### src/rtl/blink_pkg.sv
// Shared types and defaults for the score display path.
package blink_pkg;

   typedef enum logic [1:0] {IDLE, ON, OFF} blinker_state_t;

   // Must match the score accumulator output width.
   localparam int unsigned SCORE_W_DEFAULT = 4;

endpackage

### src/rtl/phase_timer.sv
// Loadable down-counter that stops at zero; EXP flags the zero count.
module phase_timer #(
   parameter int unsigned W = 2
) (
   input  logic         clk,
   input  logic         CLR,
   input  logic         LD,
   input  logic [W-1:0] D,
   output logic         EXP
);

   logic [W-1:0] count;

   always_ff @(posedge clk) begin
      if (CLR)
         count <= '0;
      else if (LD)
         count <= D;
      else if (count != '0)
         count <= count - W'(1);
   end

   assign EXP = (count == '0);

endmodule

### src/rtl/score_blinker.sv
// Plays back a latched score as a train of LED blinks, then pulses DONE.
module score_blinker
   import blink_pkg::*;
#(
   parameter int unsigned SCORE_W    = SCORE_W_DEFAULT,
   parameter int unsigned ON_CYCLES  = 25000000,
   parameter int unsigned OFF_CYCLES = 25000000
) (
   input  logic               clk,
   input  logic               CLR,
   input  logic               START,
   input  logic [SCORE_W-1:0] SCORE,
   output logic               LED,
   output logic               BUSY,
   output logic               DONE
);

   localparam int unsigned MAX_CYC = (ON_CYCLES > OFF_CYCLES) ? ON_CYCLES : OFF_CYCLES;
   localparam int unsigned TW      = (MAX_CYC > 1) ? $clog2(MAX_CYC) : 1;
   localparam logic [TW-1:0] ON_LD  = TW'(ON_CYCLES - 1);
   localparam logic [TW-1:0] OFF_LD = TW'(OFF_CYCLES - 1);

   blinker_state_t     state, state_n;
   logic [SCORE_W-1:0] remain, remain_n;
   logic               led_n, busy_n, done_n;
   logic               tmr_ld, tmr_exp;
   logic [TW-1:0]      tmr_d;

   phase_timer #(.W(TW)) u_timer (
      .clk (clk),
      .CLR (CLR),
      .LD  (tmr_ld),
      .D   (tmr_d),
      .EXP (tmr_exp)
   );

   always_ff @(posedge clk) begin
      if (CLR) begin
         state  <= IDLE;
         remain <= '0;
         LED    <= 1'b0;
         BUSY   <= 1'b0;
         DONE   <= 1'b0;
      end else begin
         state  <= state_n;
         remain <= remain_n;
         LED    <= led_n;
         BUSY   <= busy_n;
         DONE   <= done_n;
      end
   end

   // Outputs are decoded from the next state so they register in step with it.
   always_comb begin
      state_n  = state;
      remain_n = remain;
      tmr_ld   = 1'b0;
      tmr_d    = '0;
      done_n   = 1'b0;
      unique case (state)
         IDLE: begin
            if (START) begin
               if (SCORE != '0) begin
                  state_n  = ON;
                  remain_n = SCORE;
                  tmr_ld   = 1'b1;
                  tmr_d    = ON_LD;
               end else begin
                  done_n = 1'b1;
               end
            end
         end
         ON: begin
            if (tmr_exp) begin
               state_n = OFF;
               tmr_ld  = 1'b1;
               tmr_d   = OFF_LD;
               if (remain != '0)
                  remain_n = remain - SCORE_W'(1);
            end
         end
         OFF: begin
            if (tmr_exp) begin
               if (remain != '0) begin
                  state_n = ON;
                  tmr_ld  = 1'b1;
                  tmr_d   = ON_LD;
               end else begin
                  state_n = IDLE;
                  done_n  = 1'b1;
               end
            end
         end
         default: state_n = IDLE;
      endcase
      led_n  = (state_n == ON);
      busy_n = (state_n != IDLE);
   end

endmodule
### config.mk
export PLATFORM = sky130hd
export DESIGN_NAME = score_blinker
export DESIGN_NICKNAME = d
export VERILOG_FILES = /design/src/rtl/blink_pkg.sv /design/src/rtl/phase_timer.sv /design/src/rtl/score_blinker.sv
export SDC_FILE = /design/constraint.sdc
export NUM_CORES = 1
export LEC_CHECK = 0
export CAP_MARGIN = 20
export CELL_PAD_IN_SITES_DETAIL_PLACEMENT = 1
export CELL_PAD_IN_SITES_GLOBAL_PLACEMENT = 1
export CORE_MARGIN = 2
export CORE_UTILIZATION = 40
export DETAILED_ROUTE_END_ITERATION = 8
export GPL_ROUTABILITY_DRIVEN = 0
export MAX_ROUTING_LAYER = met4
export PLACE_DENSITY_LB_ADDON = 0.1
export SKIP_CTS_REPAIR_TIMING = 1
export SKIP_LAST_GASP = 1
export SYNTH_ARGS = -nofsm -noshare
export SYNTH_HDL_FRONTEND = slang
export SYNTH_SLANG_ARGS = --single-unit
### constraint.sdc
create_clock -name clk -period 3.6 [get_ports clk]
set_clock_uncertainty 0.2 [all_clocks]
set_input_delay 0.54 -clock clk [delete_from_list [all_inputs] [get_ports clk]]
set_output_delay 0.54 -clock clk [all_outputs]
set_load 0.02 [all_outputs]
==> impl_summary.md, run 1 <==
Setup path
The setup path with the least slack is of type flip-flop to flip-flop. The largest fanout of any net on the critical path is 17. The endpoint of the most critical register-to-register path is remain[3]. The type of element capturing the critical path is a flip-flop. In this run the worst setup path terminates at remain[3]. The signal on the critical path passes through or4_1 > nor3_4 > nand2_4 > or3_1 > a32o_1. STA classifies the critical path startpoint as a flip-flop.

At the worst endpoint, the required time is roughly 3.6 ns. The worst register-to-register path begins at u_timer.count[14]. The slowest stage of the critical path belongs to the cell sky130_fd_sc_hd__or4_1.

The setup slack on the worst flop-to-flop path is 0.87 ns. On the worst path, the slowest cell contributes a delay of 0.71 ns. The start point of the critical path is u_timer.count[14].

Counting cells, the worst reg-to-reg path comes to 5. Data on the critical path arrives at its endpoint at between 2 and 3 ns.

Detailed routing
Dividing the detail-routed wire length by the instance count gives 17.59 µm. The initial DRC count is 50. The via density per instance is ~6. The count of nets left with antenna violations once routing finished came out at 0. The detailed router placed around 1700 vias in this run. The total wirelength of the detailed-routed design is around 4900 µm. The detailed-route DRC error count is 0. The detailed-router iteration count before antenna repair is 4.

GRT
The largest net degree at the start of global routing is 22. The number of antenna violations at the first check in global routing is 0. The overall track demand over capacity in global routing is 0.2189. The global-route wire length before repair is 8638 µm. The number of global-route vias before repair came to about 1800. The total overflow left after global routing is 0.

Final layout
Across the whole layout, storage elements account for roughly 680 µm². Relative to the synthesized area, the layout overhead comes to 12.56%. Of the cells placed in the final design, the portion with a size suffix greater than 1 is 0.09692.

The net total in the final layout is between 200 and 250. The final antenna diode count is 0. The final-layout fill cell count is 529. The multi-input combinational cells in the finished layout cover a total of 0.001084 mm².

Clock tree
The clock slew seen by the registers of the worst setup and hold paths is roughly 0.070 ns. The CTS buffer count is 5. The number of H-tree levels is 2. Clock tree synthesis selected as its root buffer the cell sky130_fd_sc_hd__clkbuf_8.

The clock passes through at most 2 buffers. The source-to-sink clock delay at the later pin of the worst-skew pair is 0.28 ns. The tree built by TritonCTS fans out to 34 sinks. TritonCTS built the clock tree.

STA
The final critical-path share of the clock period is 0.7596. The highest clock rate is 0.3657 GHz. The total count of max-transition violations in the final report is 0.

The final worst hold slack is roughly 0.29 ns. The relative max-transition margin is 0.4687. The final number of hold-violating endpoints is 0. The final worst setup slack is roughly 0.87 ns.

After layout, the minimum clock period comes to about 2.7 ns. At the pin with the least slew margin, the transition time is between 0.7 and 0.8 ns. Setup repair after global routing left no endpoint under its margin.

The total negative setup slack is 0 ns. The total setup violations reported at the end of the flow is 0.

Synth
After synthesis, the cell types taking the most area are sky130_fd_sc_hd__dfxtp_1, sky130_fd_sc_hd__a21oi_1, sky130_fd_sc_hd__xor2_1. During synthesis, Yosys emitted a total of 0 warnings. The portion of synthesized cell area occupied by the leading cell type is 0.3693. Dividing the synthesized area by the synthesized cell count gives 8.454 µm². The largest total area in the synthesized netlist belongs to sky130_fd_sc_hd__dfxtp_1. The number of nets in the synthesized netlist is 227. After synthesis, the share of flip-flops with an asynchronous set or reset is 0. The number of library cell types mapped by synthesis is 46. Of the synthesized area, sequential elements account for 0.3693. The number of cells produced by synthesis is 218. Yosys mapped a number of flops with a built-in enable equal to 0. The cell area after synthesis is between 0.0015 and 0.002 mm².

For this run, the leading register cell type out of synthesis is sky130_fd_sc_hd__dfxtp_1. The synthesized design contains 34 register bits.

Place
The minimum setup slack after placement is 0.8148 ns. Buffers placed on the I/O ports in this run total 9. The HPWL after detailed placement is 3548 µm.

Floorplan
For this configuration, the core starts out at a cell density of 0.4204. The number of placement rows is 24. The die covers roughly 0.0052 mm². The width of the die is around 72 µm.

The floorplan step defined a core boundary enclosing around 0.0044 mm². The overall die height is between 70 and 80 µm. During I/O placement, the number of pins put on the boundary was 10.

Power and ir drop
Across the VDD grid, the largest voltage drop is about 0.23 mV. The ratio of total power to cell area is 470.8 mW/mm². In this run the static leakage power is 0.7302 nW.

Flow run
The tool flagged a number of max-cap violations equal to 0.

Run status
The flow ran to the end, and the final reports show no timing, DRC or antenna violations.

Hold path
The worst hold path belongs to the class flip-flop to flip-flop. The startpoint identified for the worst hold timing path is u_timer.count[24].
cell usage after synthesis, drive strengths merged, types with 4 or more instances:
library cell / instances
o211ai: 6
nor3: 16
a21oi: 20
a31oi: 5
nand2: 13
inv: 7
xor2: 11
nand2b: 5
dfxtp: 34
clkbuf: 9
or3: 6
nor4: 9
nor2: 11
buf: 4
o21ai: 7
xnor2: 5
o41ai: 4
nor3b: 4
or4: 7
nand3: 6
worst max-delay path: cells and delay by family (launching register included):
kind | cells | cell delay (ns)
AOI/OAI and AO/OA | 1 | 0.26
DFF | 1 | 0.36
and+or+nand+nor | 4 | 1.82
layer usage:
layer  wire length (µm)  part of all wire  up-vias  GRT usage
met3                153             0.031        6    0.04360
met1               2226              0.45      839     0.2616
li1                   -                 -      834          -
met5                  0                 0        -          -
met4                 57             0.012        0    0.04403
met2               2473              0.50       30     0.3827
layout make-up:
cell class	count	share of cell area
Clock buffer	7	0.04162
Clock inverter	1	0.002413
Inverter	7	0.01267
Multi-Input combinational cell	164	0.5223
Sequential cell	34	0.3281
Tap cell	52	0.03136
Timing Repair Buffer	14	0.06152
where the power goes:
| part | internal [mW] | switching, mW | leakage [nW] | total, mW |
|---|---|---|---|---|
| combinational | 0.102 | 0.136 | 0.401 | 0.238 |
| clock | 0.154 | 0.133 | 0.0482 | 0.287 |
| sequential | 0.411 | 0.0407 | 0.281 | 0.452 |
| total | 0.667 | 0.310 | 0.730 | 0.977 |
stage by stage:
stage | cells | util | total power [mW] | cell area [µm²]
final | 279 | 0.4732 | 0.9768 | 2074
after global routing | 279 | 0.4732 | 1.034 | 2074
after CTS | 279 | 0.4732 | 0.9794 | 2074
after detailed placement | 271 | 0.4523 | 0.6952 | 1983
after global placement | 271 | 0.4523 | 0.6822 | 1983
after floorplan | 218 | - | 0.6233 | 1843
flip-flops by register name, summed over array words and instances, names as in the netlist:
signal         cells
LED                1
remain             4
BUSY               1
DONE               1
u_timer.count     25
state              2
worst min path at each step:
stage,to,slack [ns],cells past startpoint
after floorplan,u_timer.count[24],0.24,2
after global placement,u_timer.count[24],0.24,2
after detailed placement,u_timer.count[24],0.28,2
after CTS,u_timer.count[24],0.29,2
after global routing,u_timer.count[24],0.33,2
final,u_timer.count[24],0.29,2
cells in the final DEF (no fill, tap or decap), types with 3 or more instances in the layout:
master,instances
sky130_fd_sc_hd__dfxtp_1,34
sky130_fd_sc_hd__a21oi_1,20
sky130_fd_sc_hd__nor3_1,15
sky130_fd_sc_hd__nand2_1,12
sky130_fd_sc_hd__xor2_1,11
sky130_fd_sc_hd__nor2_1,10
sky130_fd_sc_hd__clkdlybuf4s50_1,9
sky130_fd_sc_hd__nor4_1,8
sky130_fd_sc_hd__inv_1,7
sky130_fd_sc_hd__or4_1,7
sky130_fd_sc_hd__nand3_1,6
sky130_fd_sc_hd__o211ai_1,6
sky130_fd_sc_hd__clkbuf_8,6
sky130_fd_sc_hd__nand2b_1,5
sky130_fd_sc_hd__or3_1,5
sky130_fd_sc_hd__xnor2_1,5
sky130_fd_sc_hd__o21ai_0,5
sky130_fd_sc_hd__a31oi_1,5
sky130_fd_sc_hd__buf_4,5
sky130_fd_sc_hd__nor3b_1,4
sky130_fd_sc_hd__o41ai_1,4
sky130_fd_sc_hd__a211oi_1,3
sky130_fd_sc_hd__o21a_1,3
sky130_fd_sc_hd__a32o_1,3
kinds of logic after synthesis:
family / synth area share
AND/OR/NAND/NOR: 0.2750
AO/OA/AOI/OAI: 0.2057
flip-flops: 0.3693
buffers and inverters: 0.04277
XOR/XNOR: 0.07603
multiplexers: 0.01765
adder cells (fa/ha/maj): 0.01358
(Power assumes the default switching activity.)
==> run 2: changes to the inputs <==
- clock period: 3.6 -> 2.8 ns (I/O delays scaled with it)
==> impl_summary.md, run 2 (synthesis results as in run 1) <==
Run status
Outcome: complete, no violations (unchanged).

Clock tree
The maximum count of clock buffers along a single path was 2 (unchanged). The sink count of the clock tree is 34 (unchanged). The CTS tree was yes (unchanged). The clock slew seen by the registers of the worst setup and hold paths is 0.07 ns (about the same). The number of H-tree levels is 2 (unchanged). The CTS buffer count is 5 (unchanged). The root cell of the clock tree is sky130_fd_sc_hd__clkbuf_8 (unchanged). The source-to-sink clock delay at the later pin of the worst-skew pair is 0.29 ns (was 0.28 ns).

Setup path
The type of element capturing the critical path is a flip-flop (unchanged). The sum of buffers and inverters on the critical path is 0 (unchanged). The data arrival time of the critical path came to 2.64 ns (was 2.71 ns). The largest fanout of any net on the critical path came to 7 (was 17). The data required time of the critical path is 2.82 ns (was 3.58 ns). The delay contributed by the slowest stage of the critical path is 0.70 ns (was 0.71 ns). The element type at the critical path start is a flip-flop (unchanged). The type of the worst setup path is flip-flop to flip-flop (unchanged).

The master of the slowest instance on the critical path is sky130_fd_sc_hd__or4_1 (unchanged). Crit-path cells: or4_1 > or3_4 > nor2_2 > mux2_2 > a21oi_1 (was or4_1 > nor3_4 > nand2_4 > or3_1 > a32o_1). The family with the most delay on the worst path is simple AND/OR/NAND/NOR gates (unchanged).

Final layout
The net total in the final layout was 242 (was 235). The final design utilization is 0.4852 (was 0.4732). The final standard cell area without fillers was 0.002127 mm² (was 0.002074 mm²). The final antenna diode count was 0 (unchanged). The flip-flop count of the largest register, all copies and words added was 25 (unchanged). The register with the most flip-flops is u_timer.count (unchanged). The synthesis-to-finish area growth is 15.41% (was 12.56%). Largest registers in the final layout: u_timer.count (25), remain (4), state (2) (unchanged).

The commonest non-fill, non-tap cell in the layout is sky130_fd_sc_hd__dfxtp_1 (unchanged). Commonest non-fill, non-tap cells in the layout: sky130_fd_sc_hd__dfxtp_1, sky130_fd_sc_hd__a21oi_1, sky130_fd_sc_hd__nor3_1 (unchanged). The final-layout fill cell count is 524 (was 529). The fraction of layout cells with a size suffix above 1 is 0.1239 (was 0.09692).

GRT
The number of antenna violations at the first check in global routing is 0 (unchanged). The largest net degree at the start of global routing is 15 (was 22). The number of global-route vias before repair is 1803 (was 1770).

The overall track demand over capacity in global routing came to 0.2241 (was 0.2189). The final global-route overflow total is 0 (unchanged). The global-route wire length before repair is 8680 µm (was 8638 µm).

Power and ir drop
The maximum vdd ir drop came to 0.2662 mV (was 0.2312 mV). The reported leakage power was 0.7638 nW (was 0.7302 nW). The ratio of total power to cell area is 597.4 mW/mm² (was 470.8 mW/mm²). The total power of the final layout is 1.271 mW (was 0.9768 mW).

Floorplan
The total die area is 0.005167 mm² (unchanged). The number of ports placed on the die boundary is 10 (unchanged). The starting density of the core is 0.4204 (unchanged). The overall die height was 71.88 µm (unchanged).

The area of the core is 0.004384 mm² (unchanged). The width of the die is 71.88 µm (unchanged). The number of placement rows is 24 (unchanged).

Detailed routing
The routed length per placed instance is 17.90 µm (was 17.59 µm). The detailed-router iteration count before antenna repair is 4 (unchanged). The detailed-route DRC error count is 0 (unchanged). The total wirelength of the detailed-routed design was 5119 µm (was 4909 µm). The via density per instance is 6.087 (was 6.125).

The total number of vias came to 1741 (was 1709). The remaining antenna violation count after routing is 0 (unchanged). The initial DRC count is 82 (was 50).

STA
The relative max-transition margin is 0.6198 (was 0.4687). The final number of hold-violating endpoints is 0 (unchanged). The clock period minus worst slack is 2.619 ns (was 2.734 ns).

The highest clock rate came to 0.3818 GHz (was 0.3657 GHz). The total setup violations reported at the end of the flow is 0 (unchanged). The total count of max-transition violations in the final report is 0 (unchanged). The total negative setup slack is 0 ns (unchanged). The transition time at the pin with the least slew margin is 0.5652 ns (was 0.7944 ns). The final critical-path share of the clock period is 0.9355 (was 0.7596). Setup repair after global routing missed its margin: false (unchanged).

Place
The port buffer count is 9 (unchanged). The HPWL after detailed placement is 3817 µm (was 3548 µm). The placed instance area came to 0.002036 mm² (was 0.001983 mm²).

Flow run
The max capacitance violation total is 0 (unchanged).

Hold path
The worst hold-check path type is flip-flop to flip-flop (unchanged).
[run 2: stage by stage]
stage	cells	setup slack (ns)	hold slack [ns]
global route	286	0.03209	0.3165
floorplan	218	0.4541	0.2369
detailed placement	278	0.1978	0.2729
finish	286	0.1805	0.2809
CTS	286	0.1807	0.2847
global placement	278	0.2297	0.2564
[run 2: layout make-up]
type | count | area [µm²] | area share
Clock buffer | 7 | 86.33 | 0.04059
Clock inverter | 1 | 5.005 | 0.002353
Inverter | 7 | 26.28 | 0.01235
Multi-Input combinational cell | 164 | 1084 | 0.5094
Sequential cell | 34 | 680.7 | 0.3200
Tap cell | 52 | 65.06 | 0.03059
Timing Repair Buffer | 21 | 180.2 | 0.08471
[run 2: report_power, final]
| group | switching, mW | internal (mW) | total (mW) |
|---|---|---|---|
| Combinational | 0.179 | 0.139 | 0.318 |
| Sequential | 0.0523 | 0.529 | 0.581 |
| Clock | 0.173 | 0.198 | 0.372 |
| Total | 0.405 | 0.866 | 1.27 |
[run 2: path summary, 6_finish.rpt]
path | start | end | slack (ns) | cells after the start
worst max-delay path | u_timer.count[14] | u_timer.count[1] | 0.18 | 5
worst max register to register | u_timer.count[14] | u_timer.count[1] | 0.18 | 5
worst min register to register | u_timer.count[24] | u_timer.count[24] | 0.28 | 2
worst min-delay path | u_timer.count[24] | u_timer.count[24] | 0.28 | 2
[run 2: routing by layer]
metal / part of all wire / global-route usage
met4: 0.010 / 0.07128
met2: 0.53 / 0.3971
met5: 0 / -
met3: 0.034 / 0.04219
met1: 0.43 / 0.2539
[run 2: worst min-delay path, stage by stage, from the launching register on]
cell and delay (ns):
sky130_fd_sc_hd__dfxtp_1 0.32, sky130_fd_sc_hd__o41ai_1 0.06, sky130_fd_sc_hd__a21oi_1 0.06
==> run 3: changes to the inputs <==
- RECOVER_POWER: unset -> 100
- SKIP_LAST_GASP: 1 -> unset
- clock period: 2.8 -> 2.55 ns (I/O delays scaled with it)
==> impl_summary.md, run 3 (synthesis results as in run 1) <==
Floorplan
The number of ports placed on the die boundary was 10 (unchanged). The overall die height is 71.88 µm (unchanged). The number of placement rows is 24 (unchanged). The total die area is 0.005167 mm² (unchanged). The width of the die is 71.88 µm (unchanged). The starting density of the core is 0.4204 (unchanged). The area of the core is 0.004384 mm² (unchanged).

Detailed routing
The remaining antenna violation count after routing came to 0 (unchanged). The detailed-route DRC error count came to 0 (unchanged). The via density per instance is 6.112 (was 6.087). The routed length per placed instance came to 18.51 µm (was 17.90 µm). The detailed-router iteration count before antenna repair is 4 (unchanged). The total number of vias came to 1797 (was 1741). The initial DRC count is 110 (was 82). The total wirelength of the detailed-routed design is 5441 µm (was 5119 µm).

Setup path
The critical register-to-register path startpoint is u_timer.count[14] (unchanged). The type of the worst setup path is flip-flop to flip-flop (unchanged). The start point of the critical path is u_timer.count[14] (unchanged). The largest fanout of any net on the critical path came to 5 (was 7). The data required time of the critical path came to 2.54 ns (was 2.82 ns). The depth of the worst register-to-register path came to 6 (was 5). The data arrival time of the critical path is 2.40 ns (was 2.64 ns). The element type at the critical path start is a flip-flop (unchanged). The endpoint of the most critical register-to-register path is remain[0] (was u_timer.count[1]). The type of element capturing the critical path is a flip-flop (unchanged). The destination of the critical timing path is remain[0] (was u_timer.count[1]). The setup slack on the worst flop-to-flop path is 0.14 ns (was 0.18 ns).

Clock tree
The clock slew seen by the registers of the worst setup and hold paths came to 0.07 ns (about the same). The sink count of the clock tree is 34 (unchanged). The maximum count of clock buffers along a single path is 2 (unchanged). The CTS buffer count is 5 (unchanged). The source-to-sink clock delay at the later pin of the worst-skew pair is 0.29 ns (about the same).

The number of H-tree levels is 2 (unchanged). The CTS tree is yes (unchanged). The root cell of the clock tree was sky130_fd_sc_hd__clkbuf_8 (unchanged).

Place
The placed instance count is 286 (was 278). The port buffer count is 9 (unchanged). The minimum setup slack after placement was 0.03781 ns (was 0.1978 ns).

The placed instance area is 0.002096 mm² (was 0.002036 mm²). The HPWL after detailed placement is 4049 µm (was 3817 µm).

Final layout
The final design utilization is 0.4994 (was 0.4852). The filler-free cell count of the finished design is 294 (was 286). The commonest non-fill, non-tap cell in the layout is sky130_fd_sc_hd__dfxtp_1 (unchanged). The flip-flop count of the largest register, all copies and words added is 25 (unchanged). Commonest non-fill, non-tap cells in the layout: sky130_fd_sc_hd__dfxtp_1, sky130_fd_sc_hd__a21oi_1, sky130_fd_sc_hd__buf_4 (was sky130_fd_sc_hd__dfxtp_1, sky130_fd_sc_hd__a21oi_1, sky130_fd_sc_hd__nor3_1). The register with the most flip-flops is u_timer.count (unchanged). The final standard cell area without fillers came to 0.002190 mm² (was 0.002127 mm²). The fraction of layout cells with a size suffix above 1 came to 0.1570 (was 0.1239). The synthesis-to-finish area growth is 18.81% (was 15.41%). The final-layout fill cell count is 538 (was 524). The net total in the final layout is 250 (was 242). Largest registers in the final layout: u_timer.count (25), remain (4), state (2) (unchanged). The final antenna diode count is 0 (unchanged).

GRT
The overall track demand over capacity in global routing is 0.2342 (was 0.2241). The largest net degree at the start of global routing is 19 (was 15). The final global-route overflow total is 0 (unchanged). The number of global-route vias before repair is 1835 (was 1803). The global-route wire length before repair is 9135 µm (was 8680 µm). The number of antenna violations at the first check in global routing is 0 (unchanged).

STA
The final number of hold-violating endpoints is 0 (unchanged). The final worst hold slack is 0.2668 ns (was 0.2809 ns). The relative max-transition margin is 0.6848 (was 0.6198).

The highest clock rate is 0.4145 GHz (was 0.3818 GHz). The final worst setup slack was 0.1374 ns (was 0.1805 ns). The total negative setup slack is 0 ns (unchanged).

The clock period minus worst slack is 2.413 ns (was 2.619 ns). The total count of max-transition violations in the final report came to 0 (unchanged). The final critical-path share of the clock period is 0.9461 (was 0.9355). The transition time at the pin with the least slew margin was 0.4718 ns (was 0.5652 ns). Setup repair after global routing missed its margin: false (unchanged). The total setup violations reported at the end of the flow was 0 (unchanged).

Power and ir drop
The internal power contribution is 0.9595 mW (was 0.8659 mW). The maximum vdd ir drop came to 0.3275 mV (was 0.2662 mV). The reported net switching power is 0.4670 mW (was 0.4047 mW). The portion of total power attributed to the clock network is 0.295 (was 0.293). The total power of the final layout is 1.427 mW (was 1.271 mW). The proportion of total power due to net switching is 0.3274 (was 0.3185). The part of the power in registers is 0.447 (was 0.457). The reported leakage power was 0.8083 nW (was 0.7638 nW). The ratio of total power to cell area is 651.5 mW/mm² (was 597.4 mW/mm²). The share of power burned in combinational logic came to 0.257 (was 0.250).

Run status
Outcome: complete, no violations (unchanged).

Flow run
The max capacitance violation total is 0 (unchanged).

Hold path
The worst hold-check path type is flip-flop to flip-flop (unchanged).
run 3: power groups by stage:
stage                     clock network, mW  registers [mW]  logic [mW]
after detailed placement                  0           0.647       0.362
after floorplan                           0           0.634       0.246
after CTS                             0.437           0.635       0.368
after global routing                  0.452           0.647       0.405
after global placement                    0           0.641       0.346
final                                 0.421           0.638       0.367
run 3: worst min-delay path by stage:
stage | startpoint | to | slack, ns | depth (start not counted)
after floorplan | u_timer.count[24] | u_timer.count[24] | 0.24 | 2
after global routing | u_timer.count[24] | u_timer.count[24] | 0.32 | 2
after global placement | u_timer.count[24] | u_timer.count[24] | 0.25 | 2
final | u_timer.count[24] | u_timer.count[24] | 0.27 | 2
after CTS | u_timer.count[24] | u_timer.count[24] | 0.27 | 2
after detailed placement | u_timer.count[24] | u_timer.count[24] | 0.26 | 2
run 3: layout make-up:
cell class,instances,area (µm²),area share
clock buffers,7,86.33,0.03943
clock inverters,1,5.005,0.002286
inverters,7,26.28,0.01200
multi-input cells,164,1099,0.5017
flip-flops and latches,34,680.7,0.3109
well taps,52,65.06,0.02971
repair buffers,29,227.7,0.1040
run 3: critical path, cell delays in order (launching register included):
cell and delay [ns]:
sky130_fd_sc_hd__dfxtp_1 0.31, sky130_fd_sc_hd__or4_1 0.63, sky130_fd_sc_hd__or3_4 0.44, sky130_fd_sc_hd__nor2_2 0.20
sky130_fd_sc_hd__buf_4 0.17, sky130_fd_sc_hd__o21ai_0 0.09, sky130_fd_sc_hd__a32o_1 0.27
run 3: per-layer routing:
layer | global-route usage | part of all wire | vias to the layer above
met4 | 0.05870 | 0.0092 | 0
met1 | 0.2836 | 0.46 | 900
met2 | 0.3951 | 0.49 | 28
li1 | - | - | 864
met5 | - | 0 | -
met3 | 0.05204 | 0.035 | 5
